<file path="config.mk">
export PLATFORM = sky130hd
export DESIGN_NAME = video_pattern_scheduler
export DESIGN_NICKNAME = d
export VERILOG_FILES = /design/src/rtl/video_pattern_scheduler.sv
export SDC_FILE = /design/constraint.sdc
export NUM_CORES = 1
export LEC_CHECK = 0
export BUFFER_PORTS_ARGS = -buffer_cell sky130_fd_sc_hd__buf_2
export CAP_MARGIN = 20
export CORE_UTILIZATION = 61
export CTS_CLUSTER_SIZE = 8
export DETAILED_ROUTE_END_ITERATION = 10
export PLACE_DENSITY_LB_ADDON = 0.08
export SETUP_SLACK_MARGIN = 0.3
export SYNTH_ARGS = -nofsm -noshare
export SYNTH_HDL_FRONTEND = slang
export SYNTH_SLANG_ARGS = --single-unit
</file>
<file path="constraint.sdc">
create_clock -name inclk -period 4.05 [get_ports inclk]
set_input_delay 0.81 -clock inclk [delete_from_list [all_inputs] [get_ports inclk]]
set_output_delay 0.81 -clock inclk [all_outputs]
set_load 0.01 [all_outputs]
</file>
<file path="src/rtl/video_pattern_scheduler.sv">
// Test-pattern video timing generator with a host command port that swaps
// patterns (manual hold or auto-cycle) only on frame boundaries.
module video_pattern_scheduler #(
    parameter int unsigned FRAMES_PER_PATTERN = 60,
    parameter int unsigned H_ACTIVE           = 640,
    parameter int unsigned H_SYNC_START       = 656,
    parameter int unsigned H_SYNC_END         = 752,
    parameter int unsigned H_TOTAL            = 800,
    parameter int unsigned V_ACTIVE           = 480,
    parameter int unsigned V_SYNC_START       = 490,
    parameter int unsigned V_SYNC_END         = 492,
    parameter int unsigned V_TOTAL            = 525
) (
    input  logic       inclk,
    input  logic       inreset,
    input  logic       icmd_valid,
    output logic       icmd_ready,
    input  logic       icmd_auto,
    input  logic [1:0] icmd_pattern,
    output logic [1:0] opattern,
    output logic       oframe_start,
    output logic [7:0] ored,
    output logic [7:0] ogreen,
    output logic [7:0] oblue,
    output logic       ohSync,
    output logic       ovSync,
    output logic       oDE
);

    localparam int unsigned CW = 10;
    localparam int unsigned FW = 8;

    logic [CW-1:0] r_x;
    logic [CW-1:0] r_y;
    logic [FW-1:0] r_fcnt;
    logic [1:0]    r_pattern;
    logic          r_auto;
    logic          r_pend;
    logic          r_pend_auto;
    logic [1:0]    r_pend_pat;
    logic          r_ready;

    logic [1:0]    r_pattern_out;
    logic          r_frame_start;
    logic [7:0]    r_red;
    logic [7:0]    r_green;
    logic [7:0]    r_blue;
    logic          r_hs;
    logic          r_vs;
    logic          r_de;

    logic          w_x_last;
    logic          w_boundary;
    logic          w_accept;
    logic          w_de;
    logic          w_hs;
    logic          w_vs;
    logic [7:0]    w_r;
    logic [7:0]    w_g;
    logic [7:0]    w_b;

    assign w_x_last   = (r_x == CW'(H_TOTAL - 1));
    assign w_boundary = w_x_last && (r_y == CW'(V_TOTAL - 1));
    assign w_accept   = icmd_valid && r_ready;

    // Pixel colour and strobes for the current counter position
    always_comb begin
        w_de = (r_x < CW'(H_ACTIVE)) && (r_y < CW'(V_ACTIVE));
        w_hs = (r_x >= CW'(H_SYNC_START)) && (r_x < CW'(H_SYNC_END));
        w_vs = (r_y >= CW'(V_SYNC_START)) && (r_y < CW'(V_SYNC_END));
        w_r  = '0;
        w_g  = '0;
        w_b  = '0;
        if (w_de) begin
            case (r_pattern)
                2'd0: begin
                    if (r_x < CW'(H_ACTIVE / 4)) begin
                        w_r = 8'hff;
                    end else if (r_x < CW'(H_ACTIVE / 2)) begin
                        w_g = 8'hff;
                    end else if (r_x < CW'((3 * H_ACTIVE) / 4)) begin
                        w_b = 8'hff;
                    end else begin
                        w_r = 8'hff;
                        w_g = 8'hff;
                        w_b = 8'hff;
                    end
                end
                2'd1: begin
                    if (r_x[7:0] == r_y[7:0]) begin
                        w_r = 8'hff;
                        w_g = 8'hff;
                        w_b = 8'hff;
                    end
                end
                2'd2: begin
                    if (r_x[5] ^ r_y[5]) begin
                        w_r = 8'hff;
                        w_g = 8'hff;
                        w_b = 8'hff;
                    end
                end
                default: begin
                    w_r = r_x[9:2];
                    w_g = r_x[9:2];
                    w_b = r_x[9:2];
                end
            endcase
        end
    end

    // Counters, command scheduling and the registered output stage
    always_ff @(posedge inclk) begin
        if (inreset) begin
            r_x           <= '0;
            r_y           <= '0;
            r_fcnt        <= '0;
            r_pattern     <= '0;
            r_auto        <= 1'b0;
            r_pend        <= 1'b0;
            r_pend_auto   <= 1'b0;
            r_pend_pat    <= '0;
            r_ready       <= 1'b0;
            r_pattern_out <= '0;
            r_frame_start <= 1'b0;
            r_red         <= '0;
            r_green       <= '0;
            r_blue        <= '0;
            r_hs          <= 1'b0;
            r_vs          <= 1'b0;
            r_de          <= 1'b0;
        end else begin
            r_x <= w_x_last ? '0 : r_x + CW'(1);
            if (w_x_last) begin
                r_y <= (r_y == CW'(V_TOTAL - 1)) ? '0 : r_y + CW'(1);
            end

            // A pending command always beats an auto advance on the same boundary
            if (w_boundary) begin
                if (r_pend) begin
                    r_pattern <= r_pend_pat;
                    r_auto    <= r_pend_auto;
                    r_fcnt    <= '0;
                end else if (r_auto) begin
                    if (r_fcnt == FW'(FRAMES_PER_PATTERN - 1)) begin
                        r_pattern <= r_pattern + 2'd1;
                        r_fcnt    <= '0;
                    end else begin
                        r_fcnt <= r_fcnt + FW'(1);
                    end
                end else begin
                    r_fcnt <= '0;
                end
            end

            // A command taken on the boundary cycle stays pending for a full frame
            if (w_accept) begin
                r_pend      <= 1'b1;
                r_pend_auto <= icmd_auto;
                r_pend_pat  <= icmd_pattern;
            end else if (w_boundary) begin
                r_pend <= 1'b0;
            end
            r_ready <= !(w_accept || (r_pend && !w_boundary));

            r_pattern_out <= r_pattern;
            r_frame_start <= (r_x == '0) && (r_y == '0);
            r_red         <= w_r;
            r_green       <= w_g;
            r_blue        <= w_b;
            r_hs          <= w_hs;
            r_vs          <= w_vs;
            r_de          <= w_de;
        end
    end

    assign icmd_ready   = r_ready;
    assign opattern     = r_pattern_out;
    assign oframe_start = r_frame_start;
    assign ored         = r_red;
    assign ogreen       = r_green;
    assign oblue        = r_blue;
    assign ohSync       = r_hs;
    assign ovSync       = r_vs;
    assign oDE          = r_de;

endmodule

</file>
==> reports/metrics.yaml, run 1 <==
timing:
  tightest_slew_ns: 0.9325
  period_needed_ns: 2.674
  post-route-period-util: 0.6603
  hold_slack_ns: 0.4561
  setup_viol: 0
  fmax_mhz: 374.0
  finalHoldViolations: 0
  rsz0062_at_grt: "no"
  timing.final.ws_setup_ns: 1.376
  fin_setup_tns_ns: 0
  slew_viol_final: 0
  slew-limit-headroom: 0.3730
  fin_skew_ns: 0.006612
pwr:
  power_density_nw_per_um2: 415.0
  vdd_drop_max_mv: 0.3130
  p_leak_nw: 1.268
finish:
  drive_gt1_frac: 0.1671
  syn_to_final_growth_pct: 12.45
  num_antenna_cells: 0
  multi_input_area_sq_um: 1375
  n_fill_cell: 337
  register_area_sq_um: 1321
  nets: 363
detailed_routing:
  via_per_inst: 5.911
  first_pass_iters: 7
  wire_per_inst_um: 14.38
  drc_errors: 8
  wl_um: 5824
  drtIter0Drc: 164
  route.vias.total: 2394
  final_antenna_net_count: 0
die:
  die_w_um: 70.64
  fp.dieH_um: 70.64
  core_sq_um: 4444
  placementRows: 24
  initial_utilization: 0.6467
  pin_count: 37
  die_area_sq_um: 4990
placement:
  portBuffers: 36
  dp.final_hpwl_um: 4138
  post-place-ws_ns: 1.356
  place_congestion: 0.8474
yosys:
  synth_edf_count: 0
  synth.net_count: 339
  ys_seq_elements: 66
  ys_top_cells_by_count: "dfxtp_1 (66), a21oi_1 (33), nor2_1 (25)"
  syn_avg_cell_area_sq_um: 8.870
  synthDominantCellAreaShare: 0.4597
  synth_cells: 324
  yosys-top-cells-area: "dfxtp_1 (46%), a21oi_1 (5.7%), xnor2_1 (4.0%), ha_1 (3.9%), nor2_1 (3.3%)"
  ys_types: 46
  synthArstFlopShare: 0
  post-synth-top-area-cell: "dfxtp_1"
  syn_area_sq_um: 2874
  yosysMostFrequentCell: "dfxtp_1"
  synth_warnings: 0
  ys.flop_type: "dfxtp_1"
  yosysSeqAreaShare: 0.4597
worst_hold_path:
  hp-class: "reg2reg"
critical_path:
  cp.arrival_ns: 2.89
  crit_fanout: 10
  critPathKind: "reg2reg"
  crit_required_ns: 4.27
  worst_setup_path_end_kind: "register"
  critPathLaunchType: "register"
status:
  run_status: "finished, violations left"
  failed_checks: "DRC"
cts:
  cts_resized: 0
  cts_num_sinks: 66
  ctsLongestPathBuffers: 2
  cts_root_buf: "clkbuf_8"
  holdBufCountCts: 0
  post_cts_buffers: 0
  cts.htree.levels: 3
  clk_latency_ns: 0.34
  tritoncts: "built"
  clk_pin_slew_ns: 0.07
  cts_buffers: 9
global_route:
  antenna_found_initial: 0
  grt_overflow: 0
  grt_usage: 0.2570
  grt_max_degree: 25
  grt_pass1_wl_um: 9991
  grt_pass1_vias: 2089
flow_run:
  max_cap_viol_count: 0
through the flow:
stage	utilization	cell area [sq um]	power (mW)	instances
2_1_floorplan	-	2874	0.7145	324
3_3_place_gp	0.6762	3005	0.7310	389
3_5_place_dp	0.6762	3005	0.7322	389
4_1_cts	0.7272	3232	1.348	405
5_1_grt	0.7272	3232	1.387	405
6_report	0.7272	3232	1.341	405
path summary, 6_finish.rpt:
kind                                                   end  depth (start not counted)  slack, ns                        from
worst max-delay path                r_fcnt[6]$_SDFFE_PP0P_                          6       1.38           r_x[0]$_SDFF_PP0_
worst min-delay path            r_pend_pat[1]$_SDFFE_PP0P_                          2       0.46  r_pend_pat[1]$_SDFFE_PP0P_
worst max register to register      r_fcnt[6]$_SDFFE_PP0P_                          6       1.38           r_x[0]$_SDFF_PP0_
worst min register to register  r_pend_pat[1]$_SDFFE_PP0P_                          2       0.46  r_pend_pat[1]$_SDFFE_PP0P_
cells by family (layout without fill, tap and decap cells):
family | after synthesis | in the layout | share of synthesized area
XOR/XNOR | 22 | 22 | 0.06705
adder cells (fa/ha/maj) | 9 | 9 | 0.03918
flip-flops | 66 | 66 | 0.4597
multiplexers | 5 | 5 | 0.01828
AND/OR/NAND/NOR | 109 | 109 | 0.2020
AO/OA/AOI/OAI | 74 | 74 | 0.1519
buffers and inverters | 39 | 68 | 0.06182
cell usage in the layout (no fill, tap or decap), types with 4 or more instances in the layout:
cell type / count
nand2_1: 18
a31oi_1: 5
xor2_1: 9
nor2_1: 25
a41oi_1: 4
xnor2_1: 13
and3_1: 6
nor4_1: 6
nand4_1: 10
nand3_1: 14
clkbuf_8: 10
ha_1: 9
o21ai_0: 14
a21oi_1: 33
o31ai_1: 4
inv_1: 15
nor3_1: 7
buf_2: 36
o211ai_1: 5
dfxtp_1: 66
report_power, final:
group	total (mW)	internal [mW]	switching, mW
clock network	0.624	0.364	0.260
logic	0.0480	0.0189	0.0291
registers	0.670	0.660	0.00937
total	1.34	1.04	0.298
per-layer routing:
layer  global-route usage  vias up  part of all wire
met4              0.09111        0             0.010
met2               0.3657       77              0.44
met1               0.3770     1117              0.49
li1                     -     1194                 -
met3              0.06838        6             0.061
met5                    0        -                 0
area by class of cell:
cell class | count | area share
clock buffers | 10 | 0.04259
clock inverters | 6 | 0.02749
inverters | 15 | 0.01742
multi-input cells | 219 | 0.4255
flip-flops and latches | 66 | 0.4088
well taps | 52 | 0.02013
repair buffers | 37 | 0.05807
sequential cells by signal, summed over array words and instances (netlist names), 2 cells and up:
signal and count:
r_y 10, oblue 8, r_pend_pat 2, opattern 2
r_pattern 2, r_x 10, r_fcnt 8, ored 8
ogreen 8
worst max-delay path, cell delays in order, from the launching register on:
cell      delay [ns]
dfxtp_1         0.45
ha_1            0.27
nand4_1         0.29
or3_1           0.63
o21ai_1         0.56
buf_4           0.27
o211ai_1        0.09
Note: power is estimated with default switching activity, not from simulation.
==> run 2: changes to the inputs <==
--- a/config.mk
+++ b/config.mk
@@ -7,7 +7,7 @@
 export LEC_CHECK = 0
 export BUFFER_PORTS_ARGS = -buffer_cell sky130_fd_sc_hd__buf_2
 export CAP_MARGIN = 20
-export CORE_UTILIZATION = 61
+export CORE_UTILIZATION = 57
 export CTS_CLUSTER_SIZE = 8
 export DETAILED_ROUTE_END_ITERATION = 10
 export PLACE_DENSITY_LB_ADDON = 0.08
==> constraint.sdc (replaced) <==
create_clock -name inclk -period 2.8 [get_ports inclk]
set_input_delay 0.56 -clock inclk [delete_from_list [all_inputs] [get_ports inclk]]
set_output_delay 0.56 -clock inclk [all_outputs]
set_load 0.01 [all_outputs]
==> run 2 against run 1 <==
Effect of this change: the run now ends clean; core utilization fell by 4.7 points; worst hold slack better by 0.0031 ns; clock skew grew 0.00083 ns; critical path depth fell by 1; global-route usage fell by 1.7 points; via count is 0.29% lower; fmax rose by 19%; non-clock buffer count increased by 3; worst setup slack worse by 0.83 ns; sequential power rose by 44%; design area up 0.70%; clock-buffer cell count did not move; critical endpoint is now r_y[8]$_SDFFE_PP0N_.
==> reports/metrics.yaml, run 2 (same netlist as run 1, synthesis figures left out) <==
die:
  initial_utilization: 0.6005  # was 0.6467
  core_sq_um: 4786  # was 4444 sq um
  die_w_um: 73.01  # was 70.64 um
  placementRows: 25  # was 24
  die_area_sq_um: 5330  # was 4990 sq um
  pin_count: 37  # unchanged
  fp.dieH_um: 73.01  # was 70.64 um
placement:
  post-place-ws_ns: 0.4905  # was 1.356 ns
  place_congestion: 0.8325  # was 0.8474
  dp_cells: 407  # was 389
  portBuffers: 36  # unchanged
  dp.final_hpwl_um: 4054  # was 4138 um
  place_area_sq_um: 3047  # was 3005 sq um
finish:
  layout_common_cells: "dfxtp_1 (66), buf_2 (36), a21oi_1 (33), nor2_1 (25), nand2_1 (18)"  # unchanged
  drive_gt1_frac: 0.1770  # was 0.1671
  num_antenna_cells: 0  # unchanged
  syn_to_final_growth_pct: 13.23  # was 12.45%
  final_util: 0.6800  # was 0.7272
  instances_no_fill: 423  # was 405
  stdcell_area_sq_um: 3254  # was 3232 sq um
  largestRegisters: "r_x: 10 flops, r_y: 10 flops"  # unchanged
  nets: 366  # was 363
  final_common_cell: "dfxtp_1"  # unchanged
detailed_routing:
  wire_per_inst_um: 13.76  # was 14.38 um
  via_per_inst: 5.643  # was 5.911
  drtIter0Drc: 140  # was 164
  route.vias.total: 2387  # was 2394
  wl_um: 5821  # was 5824 um
  first_pass_iters: 4  # was 7
  final_antenna_net_count: 0  # unchanged
  drc_errors: 0  # was 8
timing:
  setup_viol: 0  # unchanged
  fin_skew_ns: 0.007441  # was 0.006612 ns
  slew-limit-headroom: 0.4623  # was 0.3730
  period_needed_ns: 2.251  # was 2.674 ns
  tightest_slew_ns: 0.8065  # was 0.9325 ns
  hold_slack_ns: 0.4593  # was 0.4561 ns
  timing.final.ws_setup_ns: 0.5495  # was 1.376 ns
  rsz0062_at_grt: "no"  # unchanged
  fin_setup_tns_ns: 0  # unchanged
  fmax_mhz: 444.3  # was 374.0 MHz
  post-route-period-util: 0.8038  # was 0.6603
  finalHoldViolations: 0  # unchanged
  slew_viol_final: 0  # unchanged
cts:
  clk_pin_slew_ns: 0.07  # about the same
  post_cts_buffers: 0  # unchanged
  ctsLongestPathBuffers: 2  # unchanged
  cts_buffers: 9  # unchanged
  tritoncts: "built"  # unchanged
  cts.htree.levels: 3  # unchanged
  clk_latency_ns: 0.35  # was 0.34 ns
  cts_num_sinks: 66  # unchanged
  cts_root_buf: "clkbuf_8"  # unchanged
  cts_resized: 0  # unchanged
  holdBufCountCts: 0  # unchanged
global_route:
  antenna_found_initial: 0  # unchanged
  grt_pass1_wl_um: 9632  # was 9991 um
  grt_usage: 0.2400  # was 0.2570
  grt_max_degree: 25  # unchanged
  grt_overflow: 0  # unchanged
  grt_pass1_vias: 2070  # was 2089
critical_path:
  cp.arrival_ns: 2.54  # was 2.89 ns
  crit_required_ns: 3.09  # was 4.27 ns
  critPathKind: "reg2reg"  # unchanged
  crit_fanout: 10  # unchanged
  worst_setup_path_end_kind: "register"  # unchanged
  r2r-end: "r_y[8]$_SDFFE_PP0N_"  # was r_fcnt[6]$_SDFFE_PP0P_
  r2r_cells: 5  # was 6
  crit-reg2reg-launch: "r_x[0]$_SDFF_PP0_"  # unchanged
  rrSetupSlack_ns: 0.55  # was 1.38 ns
  critPathLaunchType: "register"  # unchanged
worst_hold_path:
  hold_depth: 3  # was 2
  hold_end: "r_pend_pat[0]$_SDFFE_PP0P_"  # was r_pend_pat[1]$_SDFFE_PP0P_
  hp-class: "in2reg"  # was reg2reg
  min_from: "icmd_pattern[0]"  # was r_pend_pat[1]$_SDFFE_PP0P_
pwr:
  combPwrFrac: 0.037  # was 0.036
  internal-power_mw: 1.419  # was 1.043 mW
  p_clk_frac: 0.439  # was 0.465
  p_leak_nw: 1.279  # was 1.268 nW
  power_density_nw_per_um2: 567.5  # was 415.0 nW/um^2
  power_frac_seq: 0.524  # was 0.499
  swShare: 0.2317  # was 0.2222
  switching_power_mw: 0.4280  # was 0.2981 mW
  total_power_mw: 1.847  # was 1.341 mW
  vdd_drop_max_mv: 0.3318  # was 0.3130 mV
status:
  run_status: "finished, final reports clean"  # was finished, violations left
flow_run:
  max_cap_viol_count: 0  # unchanged
run 2: how the worst max path moves through the flow:
stage | cells after the start | end | start
3_3_place_gp | 5 | r_y[8]$_SDFFE_PP0N_ | r_x[0]$_SDFF_PP0_
6_report | 5 | r_y[8]$_SDFFE_PP0N_ | r_x[0]$_SDFF_PP0_
2_1_floorplan | 7 | r_y[8]$_SDFFE_PP0N_ | r_x[6]$_SDFF_PP0_
5_1_grt | 5 | r_y[8]$_SDFFE_PP0N_ | r_x[0]$_SDFF_PP0_
4_1_cts | 5 | r_y[8]$_SDFFE_PP0N_ | r_x[0]$_SDFF_PP0_
3_5_place_dp | 5 | r_y[8]$_SDFFE_PP0N_ | r_x[0]$_SDFF_PP0_
run 2: layout make-up:
| class | count | area [sq um] |
|---|---|---|
| timing repair buffer | 40 | 210.2 |
| multi-input combinational | 219 | 1380 |
| clock buffer | 10 | 137.6 |
| fill | 409 | 1531 |
| tap | 67 | 83.83 |
| clock inverter | 6 | 65.06 |
| sequential | 66 | 1321 |
| inverter | 15 | 56.30 |
run 2: critical path: stages (launching register included):
cell and delay, ns:
dfxtp_1 0.42, ha_1 0.25, nand4_1 0.30, or3_4 0.55, or4_4 0.53, a21oi_2 0.13
run 2: routing by layer:
metal,vias to the layer above,GRT usage,part of all wire
met4,0,0.1569,0.038
met1,1086,0.2987,0.44
li1,1199,-,-
met5,-,0,0
met3,23,0.04972,0.058
met2,79,0.3755,0.46
run 2: power by group through the flow:
| stage | Combinational (mW) | Clock [mW] | Sequential [mW] |
|---|---|---|---|
| after CTS | 0.0694 | 0.826 | 0.968 |
| after floorplan | 0.0429 | 0 | 0.991 |
| after detailed placement | 0.0688 | 0 | 0.990 |
| after global placement | 0.0687 | 0 | 0.989 |
| after global routing | 0.0782 | 0.865 | 0.970 |
| final | 0.0688 | 0.810 | 0.968 |
==> run 3: changes to the inputs <==
==> constraint.sdc (replaced) <==
create_clock -name inclk -period 2.3 [get_ports inclk]
set_input_delay 0.46 -clock inclk [delete_from_list [all_inputs] [get_ports inclk]]
set_output_delay 0.46 -clock inclk [all_outputs]
set_load 0.01 [all_outputs]
==> run 3 against run 2 <==
Effect of this change: final cell count is 4.0% higher; combinational power is 39% higher; via count is 3.4% higher; clock skew is 0.0040 ns lower; largest cell class unchanged; highest routed layer unchanged.
==> reports/metrics.yaml, run 3 (same netlist as run 1, synthesis figures left out) <==
cts:
  cts.htree.levels: 3  # unchanged
  cts_buffers: 9  # unchanged
  clk_pin_slew_ns: 0.07  # about the same
  holdBufCountCts: 0  # unchanged
  ctsLongestPathBuffers: 2  # unchanged
  tritoncts: "built"  # unchanged
  cts_num_sinks: 66  # unchanged
  cts_root_buf: "clkbuf_8"  # unchanged
  clk_latency_ns: 0.34  # was 0.35 ns
global_route:
  grt_pass1_wl_um: 10410  # was 9632 um
  grt-busiest-layer: "met2"  # unchanged
  grt_max_degree: 25  # unchanged
  use_met2: 0.3992  # was 0.3755
  grt_usage: 0.2581  # was 0.2400
  grt_pass1_vias: 2211  # was 2070
  grt_overflow: 0  # unchanged
  use_met3: 0.06630  # was 0.04972
  grt_use_met1: 0.3524  # was 0.2987
  antenna_found_initial: 0  # unchanged
pwr:
  vdd_drop_max_mv: 0.5846  # was 0.3318 mV
  total_power_mw: 2.471  # was 1.847 mW
  power_density_nw_per_um2: 712.0  # was 567.5 nW/um^2
  p_leak_nw: 1.395  # was 1.279 nW
detailed_routing:
  drc_errors: 0  # unchanged
  wire_per_inst_um: 14.56  # was 13.76 um
  wl_um: 6408  # was 5821 um
  first_pass_iters: 4  # unchanged
  drtIter0Drc: 155  # was 140
  via_per_inst: 5.611  # was 5.643
  route.vias.total: 2469  # was 2387
  final_antenna_net_count: 0  # unchanged
timing:
  fin_setup_tns_ns: 0  # unchanged
  fmax_mhz: 522.0  # was 444.3 MHz
  rsz0062_at_grt: "yes"  # was no
  hold_slack_ns: 0.3676  # was 0.4593 ns
  period_needed_ns: 1.916  # was 2.251 ns
  slew_viol_final: 0  # unchanged
  finalHoldViolations: 0  # unchanged
  post-route-period-util: 0.8329  # was 0.8038
  fin_skew_ns: 0.003424  # was 0.007441 ns
  tightest_slew_ns: 0.5985  # was 0.8065 ns
  setup_viol: 0  # unchanged
  slew-limit-headroom: 0.5983  # was 0.4623
die:
  core_sq_um: 4786  # unchanged
  die_w_um: 73.01  # unchanged
  placementRows: 25  # unchanged
  fp.dieH_um: 73.01  # unchanged
  pin_count: 37  # unchanged
  initial_utilization: 0.6005  # unchanged
  die_area_sq_um: 5330  # unchanged
finish:
  final_common_cell: "dfxtp_1"  # unchanged
  layout_common_cells: "dfxtp_1 (63), buf_2 (36), a21oi_1 (33), nor2_1 (25), buf_4 (20)"  # was dfxtp_1 (66), buf_2 (36), a21oi_1 (33), nor2_1 (25), nand2_1 (18)
  syn_to_final_growth_pct: 20.77  # was 13.23%
  largestRegisters: "r_x: 10 flops, r_y: 10 flops"  # unchanged
  drive_gt1_frac: 0.2386  # was 0.1770
  num_antenna_cells: 0  # unchanged
  final_util: 0.7252  # was 0.6800
  nets: 383  # was 366
critical_path:
  r2r_cells: 6  # was 5
  crit_chain: "ha_4 -> nand4_1 -> buf_6 -> or4_4 -> or3_1 -> a21oi_1"  # was ha_1 -> nand4_1 -> or3_4 -> or4_4 -> a21oi_2
  cp_top_family: "simple AND/OR/NAND/NOR gates"  # unchanged
  worst_setup_path_end_kind: "register"  # unchanged
  cp.arrival_ns: 2.19  # was 2.54 ns
  cp_slowest_cell: "or4_4"  # was or3_4
  crit_required_ns: 2.58  # was 3.09 ns
  path_buf_inv: 1  # was 0
  critPathLaunchType: "register"  # unchanged
  cp.depth: 6  # was 5
  critPathKind: "reg2reg"  # unchanged
  slowest_delay_ns: 0.56  # was 0.55 ns
  crit_fanout: 7  # was 10
worst_hold_path:
  hp-class: "in2reg"  # unchanged
  hold_depth: 3  # unchanged
flow_run:
  max_cap_viol_count: 0  # unchanged
placement:
  place_congestion: 0.8908  # was 0.8325
  dp.final_hpwl_um: 4485  # was 4054 um
  portBuffers: 36  # unchanged
status:
  run_status: "finished, final reports clean"  # unchanged
run 3: cell types whose count changed in the layout (fill, tap and decap cells not counted), sizes merged:
cell	change
buf	+17
bufinv	+2
clkbuf	-1
clkinv	-1
clkinvlp	-1
inv	+1
run 3: area by class of cell:
type | count | area (sq um)
repair buffers | 57 | 341.6
fillers | 386 | 1315
clock buffers | 9 | 123.9
flip-flops and latches | 66 | 1330
clock inverters | 7 | 125.1
multi-input cells | 219 | 1410
inverters | 15 | 56.30
well taps | 67 | 83.83
run 3: worst paths after layout:
| kind | startpoint | to | slack, ns |
|---|---|---|---|
| worst min register to register | r_x[0]$_SDFF_PP0_ | r_x[0]$_SDFF_PP0_ | 0.46 |
| worst min-delay path | icmd_pattern[1] | r_pend_pat[1]$_SDFFE_PP0P_ | 0.37 |
| worst max register to register | r_x[0]$_SDFF_PP0_ | r_y[9]$_SDFFE_PP0N_ | 0.38 |
| worst max-delay path | r_x[0]$_SDFF_PP0_ | r_y[9]$_SDFFE_PP0N_ | 0.38 |
run 3: power breakdown:
group | internal [mW] | switching (mW) | leakage [nW]
registers | 1.16 | 0.0147 | 0.538
clock network | 0.731 | 0.468 | 0.124
logic | 0.0395 | 0.0560 | 0.732
total | 1.93 | 0.538 | 1.40
run 3: routing by layer:
| metal | vias to the layer above | part of all wire | routed length [um] |
|---|---|---|---|
| li1 | 1237 | - | - |
| met1 | 1169 | 0.47 | 2992 |
| met4 | 0 | 0.0081 | 52 |
| met5 | - | 0 | 0 |
| met3 | 5 | 0.051 | 324 |
| met2 | 58 | 0.47 | 3038 |
run 3: what timing repair did:
item / in CTS / in global routing
pin swaps: 0 / 1
buffers inserted: 0 / 1
resized for setup: 5 / 6
setup endpoints to repair: 17 / 19
run 3: worst reg2reg max path: stages (launching register included):
cell     delay, ns
dfxtp_4       0.38
ha_4          0.16
nand4_1       0.13
buf_6         0.17
or4_4         0.56
or3_1         0.32
a21oi_1       0.13
run 3: per-stage QoR:
| step | setup slack [ns] | cells | instance area [sq um] |
|---|---|---|---|
| 2_1_floorplan | 0.2315 | 324 | 2884 |
| 6_report | 0.3843 | 440 | 3471 |
| 3_3_place_gp | 0.2706 | 423 | 3174 |
| 4_1_cts | 0.3371 | 439 | 3446 |
| 3_5_place_dp | 0.1959 | 423 | 3174 |
| 5_1_grt | 0.2883 | 440 | 3471 |
